### src/rtl/mux_nto1_skid.sv
// N_IN:1 WIDTH-bit selector feeding a 2-entry skid stage; an accepted beat is on out_data next cycle, 1 beat/cycle sustained.
// Backpressure: out_ready low holds main stable, the next beat lands in skid, then in_ready (a flop) drops until skid drains.
module mux_nto1_skid #(
    parameter int WIDTH = 16,
    parameter int N_IN  = 6,
    parameter int SEL_W = 3
) (
    input  logic                  clk,
    input  logic                  rst,
    input  logic [N_IN*WIDTH-1:0] in_data,
    input  logic [SEL_W-1:0]      sel,
    input  logic                  in_valid,
    output logic                  in_ready,
    output logic [WIDTH-1:0]      out_data,
    output logic [SEL_W-1:0]      out_sel,
    output logic                  out_valid,
    input  logic                  out_ready,
    output logic                  sel_err,
    input  logic                  err_clr
);

    if (N_IN < 2 || (1 << SEL_W) < N_IN) begin : g_bad_params
        $error("mux_nto1_skid: N_IN must be >= 2 and fit in SEL_W bits");
    end

    typedef enum logic [1:0] {EMPTY, ONE, FULL} state_t;

    typedef struct packed {
        logic [SEL_W-1:0] sel;
        logic [WIDTH-1:0] data;
    } beat_t;

    state_t     state, next_state;
    beat_t      main_q, skid_q;
    logic [WIDTH-1:0] pick_dat;
    logic       accept, emit, sel_oor;
    logic       load_main_in, load_main_skid, load_skid;
    int         eff_idx;

    assign accept    = in_valid & in_ready;
    assign out_valid = (state != EMPTY);
    assign emit      = out_valid & out_ready;
    assign out_data  = main_q.data;
    assign out_sel   = main_q.sel;

    // Out-of-range selects fall back to the last input, matching the legacy mux.
    assign sel_oor = (int'(sel) >= N_IN);
    assign eff_idx = sel_oor ? (N_IN - 1) : int'(sel);

    always_comb begin
        pick_dat = '0;
        for (int k = 0; k < N_IN; k++) begin
            if (k == eff_idx) pick_dat = in_data[k*WIDTH +: WIDTH];
        end
    end

    always_comb begin
        next_state     = state;
        load_main_in   = 1'b0;
        load_main_skid = 1'b0;
        load_skid      = 1'b0;
        case (state)
            EMPTY: begin
                if (accept) begin
                    load_main_in = 1'b1;
                    next_state   = ONE;
                end
            end
            ONE: begin
                if (accept && emit) begin
                    load_main_in = 1'b1;
                end else if (accept) begin
                    load_skid  = 1'b1;
                    next_state = FULL;
                end else if (emit) begin
                    next_state = EMPTY;
                end
            end
            FULL: begin
                if (emit) begin
                    load_main_skid = 1'b1;
                    next_state     = ONE;
                end
            end
            default: next_state = EMPTY;
        endcase
    end

    always_ff @(posedge clk or posedge rst) begin
        if (rst) begin
            state    <= EMPTY;
            in_ready <= 1'b1;
            main_q   <= '0;
            skid_q   <= '0;
            sel_err  <= 1'b0;
        end else begin
            state    <= next_state;
            // Registered ready: no combinational path from out_ready.
            in_ready <= (next_state != FULL);
            if (load_main_in) begin
                main_q.data <= pick_dat;
                main_q.sel  <= sel;
            end else if (load_main_skid) begin
                main_q <= skid_q;
            end
            if (load_skid) begin
                skid_q.data <= pick_dat;
                skid_q.sel  <= sel;
            end
            if (accept && sel_oor) begin
                sel_err <= 1'b1;
            end else if (err_clr) begin
                sel_err <= 1'b0;
            end
        end
    end

endmodule
### config.mk
export PLATFORM = sky130hd
export DESIGN_NAME = mux_nto1_skid
export DESIGN_NICKNAME = d
export VERILOG_FILES = /design/src/rtl/mux_nto1_skid.sv
export SDC_FILE = /design/constraint.sdc
export NUM_CORES = 1
export LEC_CHECK = 0
export CAP_MARGIN = 20
export CORE_ASPECT_RATIO = 0.5
export CORE_MARGIN = 10
export CORE_UTILIZATION = 39
export CTS_BUF_LIST = sky130_fd_sc_hd__clkbuf_2
export DETAILED_ROUTE_END_ITERATION = 8
export PLACE_DENSITY = 0.8
export REMOVE_ABC_BUFFERS = 1
export SYNTH_ARGS = -nofsm -noshare
export SYNTH_HDL_FRONTEND = slang
export SYNTH_SLANG_ARGS = --single-unit
### constraint.sdc
create_clock -name clk -period 1.38 [get_ports clk]
set_input_delay 0.276 -clock clk [delete_from_list [all_inputs] [get_ports clk]]
set_output_delay 0.276 -clock clk [all_outputs]
set_load 0.03 [all_outputs]
Word level (Yosys, flattened, before mapping)

Cells that the tools add are included.

Latch bits: 0
Bits in registers: 42
Input bits: 104
RAM bits: 0
Memories kept: 0
Bits in read-only memories: 0
Word-level logic and storage cells: 49

Reductions and logical operators: 7
Equal/unequal tests: 8
Multiply operators: 0
Add/subtract/negate cells: 0
Divide/modulo/power cells: 0
Multiplexer cells: 24
Shifts and indexed selects: 0
Bitwise logic cells: 2
$lt $le $gt $ge: 1

Operators by type and width:

| operator           | count |
|---|---|
| $mux 16            | 6 |
| $mux 19            | 2 |
| $logic_not 32->1   | 1 |
| $mux 2             | 5 |
| $mux 1             | 8 |
| $eq 2x3->1 const A | 2 |
| $eq 3x3->1 const A | 2 |
| $pmux 2 s3         | 1 |
| $reduce_bool 2->1  | 3 |
| $eq 1x3->1 const A | 1 |
| $ge 3x3->1 const B | 1 |
| $mux 3             | 1 |
| $and 1x1->1        | 2 |
| $eq 2x1->1 const B | 1 |
| $eq 2x2->1 const B | 1 |
| $logic_and 1x1->1  | 2 |
| $logic_not 2->1    | 1 |
| $ne 2x2->1 const B | 1 |
| $pmux 1 s2         | 1 |

Depth between registers and ports, before layout

Gate-level depths: netlist of run 1.

Depth after elaboration: 10
Gate-level depth with buffers: 6
Mapped depth without buffers: 4

Worst setup path before layout of run 1

Ideal clock, no wire load.

Path kind: reg-to-reg
Start point: register in_ready
End point: register main_q, in the netlist out_data[4]
Path buffers: 1
Cell stages (with the launch flop): 6
Arrival: 1.505 ns
Path slack: -0.243 ns
Path through: dfstp_2 and2_1 clkbuf_1 a31oi_1 a22o_1 a21o_1

Cells in the longest elaborated chain, start to end: 5

RTL lines:

| what                                         | RTL line | source |
|---|---|---|
| start, declared                              | 13       | `output logic in_ready,` |
| start signal, assigned                       | 99       | `in_ready <= (next_state != FULL);` |
| $and 1x1->1 *                                | 40       | `assign accept = in_valid & in_ready;` |
| $logic_and 1x1->1                            | 70       | `if (accept && emit) begin` |
| $mux 1                                       | 70       |  |
| $pmux 1 s2 *                                 | 62       | `case (state)` |
| $mux 19 or $reduce_bool 2->1 (tied branches) | n/a      |  |
| end signal, assigned                         | 104      | `main_q <= skid_q;` |
| end, declared                                | 34       | `beat_t main_q, skid_q;` |

Mark *: on every way between the ends. The rest lies on a longest branch, timed or not.
A chain may end at the register's enable or synchronous reset.

Worst setup path after layout of run 1

Start point: register state[1]
End point: output out_valid

Cells in the longest elaborated chain, start to end: 1

RTL lines:

| what                   | RTL line | source |
|---|---|---|
| start, declared        | 33       | `state_t state, next_state;` |
| start signal, assigned | 97       | `state <= next_state;` |
| $reduce_bool 2->1      | 41       | `assign out_valid = (state != EMPTY);` |
| end, declared          | 16       | `output logic out_valid,` |

No other way between the ends.

==> results.md, run 1 <==
- Largest net degree at the start of global routing: 26
- Final Max Tran Viols: 0
- Seq/Total Area, Yosys: 0.379
- Worst Tran Pin Value: 0.451 ns
- Critical Path Start Type: flip-flop
- Share of the synthesized area in the top cell type: 0.370
- Remaining Overflow, GRT: 0
- H-Tree Depth: 2
- Nets@finish: 545
- Leak Pwr: 2.11 nW
- Setup TNS Final: -3.71 ns
- Post-place setup slack: -0.664 ns
- Critical path's slowest cell: dfrtp_1
- CP max stage delay: 0.44 ns
- CTS tree: done
- Fill cells: 409
- Post-Route Skew: 0.00705 ns
- WL per Instance: 22.9 um
- Dominant cell type by area after synthesis: dfrtp_1
- RD Place Congestion: 0.880
- Placed wire-length estimate: 8.18 mm
- Achievable Freq: 0.649 GHz
- Yosys reg bits: 42
- Initial antenna violation count: 1
- Internal Pwr Total: 0.00422 W
- RSZ-0062 raised after global routing: true
- Io pins: 126
- Power Dens Cells: 1440 mW/mm^2
- Final min period: 1.54 ns
- Vias per cell: 5.77
- Via count: 3087
- Core area: 0.00681 mm^2
- Cell area after layout: 0.00503 mm^2
- Total power: 0.00725 W
- Die area: 0.0111 mm^2
- DP Area: 0.00438 mm^2
- Flop pwr share: 0.322
- Tcrit/Tclk final: 1.12
- Maximum vdd drop: 0.00100 V
- Max_slew headroom: 0.699
- Share of cells above drive strength 1: 0.378
- Worst endpoint required time: 1.10 ns
- All-Layer GR Usage: 0.199
- Crit path kind: flip-flop to primary output
- Failing checks: negative setup slack
- Initial Util: 0.408
- YS warnings: 0
- Largest cells by area after synthesis: dfrtp_1, mux2i_1, a32o_1
- Vias in the first global route: 3302
- Hold path startpoint: err_clr
- Post-Synthesis Cells: 279
- Average cell area after synthesis: 9.95 um^2
- WHS Path Cells: 3
- IO Port Bufs: 125
- Std-Cell Rows: 21
- Crit path cell chain: or2_4 -> buf_6
- Status: finished with violations
- Final Worst Setup Slack: -0.162 ns
- TritonCTS Buffers: 5
- HP Class: input port to flip-flop
- Clock power frac: 0.075
- Final Hold Fails: 0
- First-pass GRT wire length: 17.9 mm
- R2r worst-path depth: 5
- Arrival time worst endpoint: 1.27 ns
- DRT Pass-1 Iters: 4
- Max-cap violations: 0
- Die span in x: 139 um
- 1st-iter DRT viols: 223
- CTS root buf: clkbuf_2
- Area Growth Syn to Fin: 81.0%
- Clk slew on worst S/H paths: 0.21 ns
- Most common cell after layout, fill and taps aside: clkdlybuf4s50_1
- Library cells used by synthesis: 45
- # clock sinks: 42
- Clock buffer depth: 2
- Die height: 79.7 um
- Synth Cell Area: 0.00278 mm^2
- Drc violations: 0
- ANT nets after route: 0
- Most frequent cells in the layout: clkdlybuf4s50_1, dfrtp_1, buf_4
- Net switching power figure: 0.00302 W
- Sw Share: 0.417
- Reg-to-reg endpoint: out_data[11]$_DFFE_PP0P_
- Reg-to-Reg Start: state[1]$_DFF_PP0_
- Combinational power share: 0.604
- Crit-path max FO: 2
- Final WL: 12.3 mm
- Final setup viols: 40
- Worst hold path endpoint: sel_err$_DFFE_PP0P_
- Reg2Reg Setup Slack: -0.16 ns
- Crit. End Element: primary output
- Later-pin clock latency in the skew report: 0.45 ns
-- layout make-up --
type	instances	area [um^2]	area share
Clock buffer	5	25.0	0.00498
Antenna cell	1	2.50	0.000498
Timing Repair Buffer	179	1930	0.383
Inverter	6	22.5	0.00448
Sequential cell	42	1050	0.209
Tap cell	92	115	0.0229
Clock inverter	3	11.3	0.00224
Multi-Input combinational cell	207	1870	0.372
-- what timing repair did --
item	4_1_cts	5_1_grt
endpoints found under the hold margin	0	3
buffers inserted	6	6
gates cloned	4	1
hold buffers	0	1
pin swaps	21	20
resized for setup	141	56
endpoints found under the setup margin	50	54
-- kinds of logic after synthesis --
family / Yosys count / synth area share
flops: 42 / 0.379
buf+inv: 30 / 0.0653
compound gates: 101 / 0.269
mux: 36 / 0.141
simple gates: 70 / 0.146
-- state kept, by name, summed over array words and instances, names as in the netlist --
register and cells:
in_ready 1, out_data 16, out_sel 3, sel_err 1, skid_q 19, state 2
-- synth_stat cells, drive strengths merged --
cell type	count
dfrtp	41
nand2	28
o21ai	26
mux2i	24
a211oi	19
a21oi	17
buf	17
a32o	16
and2	14
mux2	12
nand3b	9
a22oi	8
clkbuf	7
inv	6
nor2	5
a21o	4
a22o	4
nor4bb	4
o221ai	4
nand2b	2
nand3	2
nor2b	2
nor3	2
a221o	1
a31oi	1
and3b	1
dfstp	1
o22ai	1
or2	1
-- power by group through the flow --
stage	registers, W	logic, W	clock network, W
2_1_floorplan	0.00265	0.00109	0
3_3_place_gp	0.00214	0.00330	0
3_5_place_dp	0.00218	0.00338	0
4_1_cts	0.00220	0.00385	0.000529
5_1_grt	0.00239	0.00460	0.000607
6_report	0.00233	0.00438	0.000540
-- per-stage QoR --
stage / hold WS, ns / util / instances
after global placement: 0.460 / 0.644 / 508
final: 0.427 / 0.739 / 535
after global routing: 0.401 / 0.739 / 535
after CTS: 0.00696 / 0.699 / 526
after floorplan: 0.381 / - / 255
after detailed placement: 0.471 / 0.644 / 508
-- critical path: cells and delay by family (launching register included) --
family,cells,cell delay [ns]
DFF,1,0.44
and+or+nand+nor,1,0.25
buffers and inverters,1,0.14
-- worst max path at each step --
stage                                   from  slack, ns  cells past startpoint                       to
final                     state[1]$_DFF_PP0_      -0.16                      2                out_valid
after global routing      state[1]$_DFF_PP0_      -0.22                      2                out_valid
after CTS                 state[0]$_DFF_PP0_      -0.15                      2                out_valid
after detailed placement              sel[0]      -0.66                      5    skid_q[4]$_DFFE_PP0P_
after global placement                sel[0]      -0.56                      5  out_data[2]$_DFFE_PP0P_
after floorplan           in_ready$_DFF_PP1_      -1.52                      4  out_data[2]$_DFFE_PP0P_
-- layer usage --
layer | GRT usage | part of all wire | up-vias
li1 | - | - | 1378
met4 | 0.0921 | 0.047 | 0
met5 | 0 | 0 | -
met1 | 0.208 | 0.36 | 1557
met3 | 0.0321 | 0.044 | 45
met2 | 0.389 | 0.55 | 107
No activity file was read; power rests on OpenSTA's default activity.
==> run 2: changes to the inputs <==
- CAP_MARGIN: 20 -> default
- CORE_UTILIZATION: 39 -> 38
- CTS_BUF_LIST: sky130_fd_sc_hd__clkbuf_2 -> default
- PLACE_DENSITY: 0.8 -> 0.78
- SETUP_SLACK_MARGIN: default -> 0.5
==> run 2 against run 1 <==
  * The run still ends with negative setup slack left
  * Sequential power grew 3%
  * Clock skew rose by 0.0013 ns
  * Combinational power up 8.4%
  * Routed wire length rose by 14%
  * Non-clock buffer count up 8
  * Power increased by 16%
  * Via count grew 8.6%
  * Worst hold slack worse by 0.065 ns
  * Critical path type is now flip-flop to flip-flop
  * Largest cell class unchanged
  * Highest routed layer unchanged
==> results.md, run 2 (synthesis results as in run 1) <==
- Final WL: 14.0 mm (+14%)
- Fill cells: 385 (-5.9%)
- Core area: 0.00688 mm^2 (+1.2%)
- First-pass GRT wire length: 18.5 mm (+3.5%)
- # clock sinks: 42 (unchanged)
- Post-place setup slack: -0.588 ns (+0.0765 ns)
- Initial antenna violation count: 0 (-1)
- Cts hold-fix bufs: 0 (unchanged)
- H-Tree Depth: 2 (unchanged)
- Final Max Tran Viols: 0 (unchanged)
- Vias in the first global route: 3351 (+1.5%)
- Ant diodes: 0 (-1)
- Cell area after layout: 0.00529 mm^2 (+5.2%)
- Leak Pwr: 2.22 nW (+5.3%)
- Max FFs per register: 19 (unchanged)
- All-Layer GR Usage: 0.204 (+0.00441)
- Final min period: 1.54 ns (-0.00447 ns)
- Die span in x: 141 um (+1.1%)
- Footprint of the multi-input gates: 0.00188 mm^2 (+0.74%)
- DRT Pass-1 Iters: 5 (+1)
- Power Dens Cells: 1590 mW/mm^2 (+10%)
- Most frequent cells in the layout: clkdlybuf4s50_1, dfrtp_1, buf_4
- Critical path's slowest cell: dfstp_2
- Critical path buffers and inverters: 2 (+1)
- Later-pin clock latency in the skew report: 0.29 ns (-0.16 ns)
- Remaining Overflow, GRT: 0 (unchanged)
- Clk slew on worst S/H paths: 0.07 ns (-0.14 ns)
- Achievable Freq: 0.651 GHz (+0.29%)
- RSZ-0062 raised after global routing: true
- Final Hold Fails: 0 (unchanged)
- Initial Util: 0.403 (-0.00467)
- Vias per cell: 6.16 (+6.8%)
- Largest reg by FF count: skid_q
- Crit path kind: flip-flop to flip-flop
- Tcrit/Tclk final: 1.11 (-0.00324)
- RD Place Congestion: 0.908 (+3.1%)
- Placed wire-length estimate: 7.99 mm (-2.3%)
- Crit path cell chain: and2_4 -> buf_6 -> nand3_4 -> clkbuf_16 -> o21ai_1
- Share of cells above drive strength 1: 0.412 (+0.0337)
- HP Class: input port to asynchronous set/reset pin
- Die area: 0.0113 mm^2 (+2.1%)
- Worst Tran Pin Value: 0.371 ns (-0.0804 ns)
- Post-Route Skew: 0.00840 ns (+0.00134 ns)
- TritonCTS Buffers: 5 (unchanged)
- Reg-to-Reg Start: in_ready$_DFF_PP1_
- Reg2Reg Setup Slack: -0.16 ns (about the same)
- Std-Cell Rows: 21 (unchanged)
- DP Area: 0.00437 mm^2 (-0.34%)
- Largest net degree at the start of global routing: 31 (+19%)
- R2r worst-path depth: 5 (unchanged)
- Setup TNS Final: -3.65 ns (+0.0682 ns)
- Failing checks: negative setup slack
- Nets@finish: 555 (+1.8%)
- Most common cell after layout, fill and taps aside: clkdlybuf4s50_1
- Area Growth Syn to Fin: 90.4%
- CP max stage delay: 0.58 ns (+0.14 ns)
- Crit-path max FO: 7 (+5)
- 1st-iter DRT viols: 490 (+120%)
- Reg-to-reg endpoint: skid_q[10]$_DFFE_PP0P_
- Via count: 3351 (+8.6%)
- WL per Instance: 25.8 um (+12%)
- Max-cap violations: 0 (unchanged)
- Final setup viols: 39 (-2.5%)
- Final Worst Setup Slack: -0.157 ns (+0.00447 ns)
- Max_slew headroom: 0.753 (+0.0536)
- Status: finished with violations
- Crit. End Element: flip-flop
- CTS tree: done
- IO Port Bufs: 125 (unchanged)
- Worst endpoint required time: 1.59 ns (+0.49 ns)
- Maximum vdd drop: 0.00117 V (+17%)
- Arrival time worst endpoint: 1.75 ns (+0.48 ns)
- CTS root buf: clkbuf_16
- Die height: 80.4 um (+0.98%)
- Drc violations: 0 (unchanged)
- Clock buffer depth: 2 (unchanged)
- Io pins: 126 (unchanged)
- Critical Path Start Type: flip-flop
- CP delay by family, top: flip-flops
- Storage element area: 0.00105 mm^2 (+0.24%)
- ANT nets after route: 0 (unchanged)
==> run 2: cell count changes in the layout (fill, tap and decap cells not counted), moves of 4 or more <==
cell / delta
buf_6: +10
a21oi_1: -7
a21oi_2: +7
buf_2: -7
buf_4: +5
clkbuf_16: +5
clkbuf_2: -5
nand2_4: -5
nand2_2: +4
o21ai_1: +4
o21ai_2: -4
==> run 2: power by group <==
part | leakage, nW | internal [W] | switching [W]
clock network | 0.0729 | 0.000717 | 0.000508
logic | 1.64 | 0.00257 | 0.00219
registers | 0.503 | 0.00181 | 0.000608
total | 2.22 | 0.00509 | 0.00330
==> run 2: how the worst max path moves through the flow <==
stage / start / to / slack [ns] / cells past startpoint
after global routing: in_ready$_DFF_PP1_ / skid_q[10]$_DFFE_PP0P_ / -0.18 / 5
after detailed placement: sel[0] / out_data[2]$_DFFE_PP0P_ / -0.59 / 5
after CTS: state[0]$_DFF_PP0_ / out_data[2]$_DFFE_PP0P_ / -0.06 / 6
after floorplan: in_ready$_DFF_PP1_ / out_data[2]$_DFFE_PP0P_ / -1.52 / 4
final: in_ready$_DFF_PP1_ / skid_q[10]$_DFFE_PP0P_ / -0.16 / 5
after global placement: sel[0] / out_data[15]$_DFFE_PP0P_ / -0.53 / 5
==> run 2: per-stage QoR <==
step	std cells	total power, W	hold WS, ns	util
final	544	0.00839	0.362	0.768
after detailed placement	507	0.00558	0.465	0.635
after CTS	538	0.00771	0.356	0.736
after global routing	544	0.00869	0.373	0.768
after global placement	507	0.00548	0.459	0.635
after floorplan	255	0.00374	0.381	-
==> run 2: tightest hold or removal path: stages <==
cell	delay (ns)
clkdlybuf4s50_1	0.40
inv_1	0.12
buf_12	0.21
==> run 2: area by class of cell <==
class,count,share of cell area
clock buffers,6,0.0263
clock inverters,2,0.00237
inverters,6,0.00473
repair buffers,187,0.389
well taps,92,0.0218
multi-input cells,209,0.356
flip-flops and latches,42,0.200
==> run 2: timing repair <==
item,4_1_cts,5_1_grt
resized for setup,155,36
pin swaps,29,10
gates cloned,6,1
endpoints found under the setup margin,64,64
setup buffers,17,5
==> run 2: per-layer routing <==
layer,global-route usage,routed length (um),up-vias
li1,-,-,1398
met1,0.217,4930,1631
met2,0.386,7450,242
met3,0.0317,882,80
met4,0.110,749,0
met5,0,0,-
